[src/rtl/mem_arbiter.sv]
// mem_arbiter: shares one synchronous-read memory between the fetch port and the data port.
// Define MEM_ARB_RR_EN for round-robin arbitration; default is fixed D-over-I priority.
module mem_arbiter #(
    parameter int data_size = 32,
    parameter int mem_size  = 16
) (
    input  logic                 clk,
    input  logic                 rst,
    input  logic                 IM_req,
    input  logic [mem_size-1:0]  IM_Address,
    output logic [data_size-1:0] Instruction,
    output logic                 IM_ready,
    input  logic                 DM_read,
    input  logic                 DM_enable,
    input  logic [mem_size-1:0]  DM_Address,
    input  logic [data_size-1:0] DM_Write_Data,
    output logic [data_size-1:0] DM_Read_Data,
    output logic                 DM_ready,
    output logic                 Stall,
    output logic                 MEM_req,
    output logic                 MEM_enable,
    output logic [mem_size-1:0]  MEM_Address,
    output logic [data_size-1:0] MEM_Write_Data,
    input  logic [data_size-1:0] MEM_Read_Data
);
    typedef enum logic [1:0] {IDLE, RESP_I, RESP_D} state_t;
    state_t               r_state;
    logic                 r_d_wr;
    logic [data_size-1:0] r_instr;
    logic [data_size-1:0] r_dm_rd;
    logic                 w_dm_req;
    logic                 w_i_elig;
    logic                 w_d_elig;
    logic                 w_grant_i;
    logic                 w_grant_d;
    logic                 w_d_store;

    // The owner of the response in flight sits out this cycle, forcing alternation.
    assign w_dm_req = DM_read | DM_enable;
    assign w_i_elig = ~rst & IM_req & (r_state != RESP_I);
    assign w_d_elig = ~rst & w_dm_req & (r_state != RESP_D);
`ifdef MEM_ARB_RR_EN
    logic r_last_d;
    assign w_grant_d = w_d_elig & (~w_i_elig | ~r_last_d);
    always_ff @(posedge clk or posedge rst) begin
        if (rst)
            r_last_d <= 1'b1;
        else if (MEM_req)
            r_last_d <= w_grant_d;
    end
`else
    assign w_grant_d = w_d_elig;
`endif
    assign w_grant_i = w_i_elig & ~w_grant_d;
    assign w_d_store = w_grant_d & DM_enable;

    assign MEM_req        = w_grant_i | w_grant_d;
    assign MEM_enable     = w_d_store;
    assign MEM_Address    = w_grant_d ? DM_Address : (w_grant_i ? IM_Address : '0);
    assign MEM_Write_Data = w_d_store ? DM_Write_Data : '0;

    assign IM_ready     = r_state == RESP_I;
    assign DM_ready     = r_state == RESP_D;
    assign Instruction  = IM_ready ? MEM_Read_Data : r_instr;
    assign DM_Read_Data = (DM_ready & ~r_d_wr) ? MEM_Read_Data : r_dm_rd;
    assign Stall        = (IM_req & ~IM_ready) | (w_dm_req & ~DM_ready);

    always_ff @(posedge clk or posedge rst) begin
        if (rst) begin
            r_state <= IDLE;
            r_d_wr  <= 1'b0;
            r_instr <= '0;
            r_dm_rd <= '0;
        end else begin
            r_state <= w_grant_d ? RESP_D : (w_grant_i ? RESP_I : IDLE);
            r_d_wr  <= w_d_store;
            if (IM_ready)
                r_instr <= MEM_Read_Data;
            if (DM_ready & ~r_d_wr)
                r_dm_rd <= MEM_Read_Data;
        end
    end
endmodule

[config.mk]
export PLATFORM = sky130hd
export DESIGN_NAME = mem_arbiter
export DESIGN_NICKNAME = d
export VERILOG_FILES = /design/src/rtl/mem_arbiter.sv
export SDC_FILE = /design/constraint.sdc
export NUM_CORES = 1
export LEC_CHECK = 0
export CORE_MARGIN = 2
export CORE_UTILIZATION = 30
export CTS_CLUSTER_SIZE = 25
export DETAILED_ROUTE_END_ITERATION = 6
export PLACE_DENSITY = 0.75
export REMOVE_ABC_BUFFERS = 1
export SETUP_SLACK_MARGIN = 0.4
export SLEW_MARGIN = 30
export SYNTH_ARGS = -nofsm -noshare
export SYNTH_HDL_FRONTEND = slang
export SYNTH_SLANG_ARGS = --single-unit
[constraint.sdc]
create_clock -name clk -period 4.9 [get_ports clk]
set_input_delay 1.47 -clock clk [delete_from_list [all_inputs] [get_ports clk]]
set_output_delay 1.47 -clock clk [all_outputs]
set_load 0.05 [all_outputs]
Word-level counts from Yosys, hierarchy flattened:

Index checks and enable logic that the tools add are counted.

* muxes and demuxes: 7
* bitwise logic cells: 17
* equal/unequal tests: 4

Operators with widths (number)
* 32-bit two-way mux: 3
* 16-bit two-way mux: 2
* 1-bit AND: 9
* 1-bit NOT: 5
* 1-bit OR: 3
* 2-bit by 1-bit == test with 1-bit output, second input constant: 1
* 2-bit == test, second input constant: 1
* 2-bit two-way mux: 1
* 2-bit by 1-bit inequality test with 1-bit output, second input constant: 1
* 2-bit inequality test, second input constant: 1
* 1-bit two-way mux: 1

* register bits after elaboration: 67
* output and inout port bits: 117
* input bits: 101
* word-level logic and storage cells: 32

Longest topological paths before layout:

* depth in word-level cells: 7
* depth in mapped cells: 6

Worst setup path after synthesis:

Ideal clock, no wire load.

* path kind: input to output
* from: in rst
* to: out MEM_Write_Data[22]
* stages on the path: 4
* data required time: 3.430 ns
* path buffers: 1
* arrival: 4.415 ns
* path slack: -0.985 ns
* cell sequence: inv_1 > and3_1 > clkbuf_1 > and2_1

* cells in the longest elaborated chain, start to end: 5

RTL lines
* start, declared: line 8 `input logic rst,`
* 1-bit NOT: line 41 `assign w_d_elig = ~rst & w_dm_req & (r_state != RESP_D);`
* 1-bit AND (2 in series): line 41
* 1-bit AND: line 55 `assign w_d_store = w_grant_d & DM_enable;`
* via MEM_enable: line 21 `output logic MEM_enable,`
* 32-bit two-way mux: line 60 `assign MEM_Write_Data = w_d_store ? DM_Write_Data : '0;`
* end, declared: line 23 `output logic [data_size-1:0] MEM_Write_Data,`

The timed path passes the listed nets, and every way through them passes these cells.

Final worst setup path:

* from: in MEM_Read_Data[23]
* to: out Instruction[23]

* cells in the longest elaborated chain, start to end: 1

RTL lines
* start, declared: line 24 `input logic [data_size-1:0] MEM_Read_Data`
* 32-bit two-way mux
* end, declared: line 11 `output logic [data_size-1:0] Instruction,`

No other way between the ends.

==> metrics <==
max incr delay on CP 0.72 ns; PwrDens 426 mW/mm^2; Post-Syn Area 0.00294 sq mm; final net count 527; DRC 0; Critical Path, Cell by Cell clkdlybuf4s50_1, mux2_1, clkdlybuf4s50_1; YS warnings 0; min Tclk post-route 4.43 ns; Max Fclk 226 MHz; Pre-Repair DR Iteration Count 4; worst-margin pin slew 0.759 ns; Synth cell types 21; critical-path maximum fanout 2; antenna violations before repair 0; cts bufs inserted 9; Relative slew margins 0.493; Seq/Total Area, Yosys 0.569; row cnt 36; WP data arrival 2.96 ns; kind of start point of the critical path primary input; largest net degree at the start of global routing 68; DP Area 0.00570 sq mm; reg2reg start r_state[1]$_DFF_PP0_; routability congestion estimate 0.802; TritonCTS sink count 67; Setup crit end kind primary output; MaxCap Viol Count 0; Worst setup startpoint MEM_Read_Data[23]; Post-CTS Hold Fix Bufs 0; Hold Crit Class reg -> reg; first-pass GRT wire length 14100 um; status complete, no violations; die height 103 um; CP required 3.43 ns; IO Count 218; GRT overflow 0; setup-violating endpoint count in the final report 0; Final Hold Viols 0; critical path class in -> out; PortBufs 217; Root Buffer clkbuf_8; Core Region 0.00964 sq mm; Async S/R FF share, synth 1.00; DRT iter0 DRCs 68; vias per inst 4.52; Final Skew 0.00757 ns; layout cells sized above 1 0.304; Slew Limit Fails 0; die width 103 um; area growth from synthesis to layout 102%; Critical Path Most Common Cell clkdlybuf4s50_1; vias 2548; CTS tree built; flip-flop and latch count after synthesis 67; Antenna Diode Count 0; wire per inst 17.1 um; fin crit share 0.904; final WL 9640 um; Syn Inst Count 209; CTS HTree Levels 3; unrepaired setup endpoints after global routing false; DP HPWL 7500 um; VDD IR max 0.195 mV; Slowest-stage cell, CP clkdlybuf4s50_1; Reg clk slew, reported paths 0.07 ns; die area 0.0106 sq mm; worst hold slack 0.487 ns; Starting Density 0.305; syn avg cell area 14.1 sq um; Post-synth EDFFs 0; min-delay src r_instr[28]$_DFF_PP0_; Top FF cell, synth dfrtp_1; Antenna Nets Post-Route 0; GRT Total Usage 0.177; vias in the first global route 2721; clk_lat worst skew 0.34 ns; Final Instance Area 0.00594 sq mm; Leak 2.42 nW; Max Root-Sink Buffers 2
## what timing repair did
action	4_1_cts	5_1_grt
gates resized for setup	3	3
buffers inserted	1	0
endpoints found under the setup margin	49	46
pin swaps	1	0
## cell type report
cell class / count / area [sq um]
Sequential cell: 67 / 1680
Inverter: 3 / 11.3
Clock buffer: 10 / 128
Multi-Input combinational cell: 125 / 1190
Tap cell: 133 / 166
Clock inverter: 6 / 63.8
Timing Repair Buffer: 220 / 2700
Fill cell: 779 / 3700
## sequential cells by signal, indices dropped and copies added, names as in the netlist
signal / count
r_dm_rd: 32
r_instr: 32
r_state: 2
r_d_wr: 1
## path summary, 6_finish.rpt
| check | endpoint | slack [ns] | cells after the start |
|---|---|---|---|
| max | Instruction[23] | 0.47 | 3 |
| min | r_instr[28]$_DFF_PP0_ | 0.49 | 1 |
| max reg2reg | r_instr[11]$_DFF_PP0_ | 3.16 | 3 |
| min reg2reg | r_instr[28]$_DFF_PP0_ | 0.49 | 1 |
| max in group asynchronous | r_d_wr$_DFF_PP0_ | 2.66 | 3 |
| min in group asynchronous | r_state[1]$_DFF_PP0_ | 1.81 | 3 |
## cells in the mapped netlist (2+ instances only)
master / number / area [sq um]
dfrtp_1: 67 / 1680
mux2_2: 53 / 597
and2_1: 33 / 206
a32o_1: 16 / 160
mux2_1: 11 / 124
buf_2: 4 / 20.0
buf_4: 4 / 30.0
clkbuf_1: 4 / 15.0
nor2_1: 3 / 11.3
buf_6: 2 / 22.5
inv_2: 2 / 7.51
## layer usage
| layer | up-vias | GRT usage | wire [um] |
|---|---|---|---|
| li1 | 1172 | - | - |
| met1 | 1231 | 0.182 | 3310 |
| met2 | 128 | 0.322 | 5210 |
| met3 | 17 | 0.0692 | 867 |
| met4 | 0 | 0.0709 | 251 |
| met5 | - | 0 | 0 |
## through the flow
step,setup slack (ns),setup TNS [ns],std cells,util,power [mW]
2_1_floorplan,-0.993,-32.21,195,-,1.57
5_1_grt,0.418,0,564,0.616,2.64
6_report,0.471,0,564,0.616,2.53
4_1_cts,0.389,0,564,0.614,2.56
3_3_place_gp,0.0440,0,547,0.591,2.07
3_5_place_dp,0.123,0,547,0.592,2.10
## worst max-delay path, delay by kind of cell
family	cells	cell delay [ns]
buf+inv	2	1.16
mux	1	0.33
## placed cells by master, fill, tap and decap left out, types with 2 or more instances in the layout
cell type and instances:
a32o_1 16, and2_1 33, buf_12 50, buf_4 3
clkbuf_8 9, clkdlybuf4s50_1 165, clkinv_2 2, clkinvlp_4 2
dfrtp_1 67, inv_2 3, mux2_1 11, mux2_2 53
nor2_1 3
## where the power goes
part / switching (mW) / leakage, nW / internal [mW] / total [mW]
registers: 0.0356 / 0.796 / 0.694 / 0.730
logic: 0.835 / 1.53 / 0.518 / 1.35
clock network: 0.211 / 0.0927 / 0.235 / 0.446
## cell families (layout without fill, tap and decap cells)
family / Yosys count / count (layout) / share of synthesized area
DFF: 67 / 67 / 0.569
muxes: 64 / 64 / 0.245
and+or+nand+nor: 43 / 43 / 0.0927
AOI/OAI and AO/OA: 18 / 18 / 0.0595
buffers and inverters: 17 / 239 / 0.0336
(Power assumes the default switching activity.)
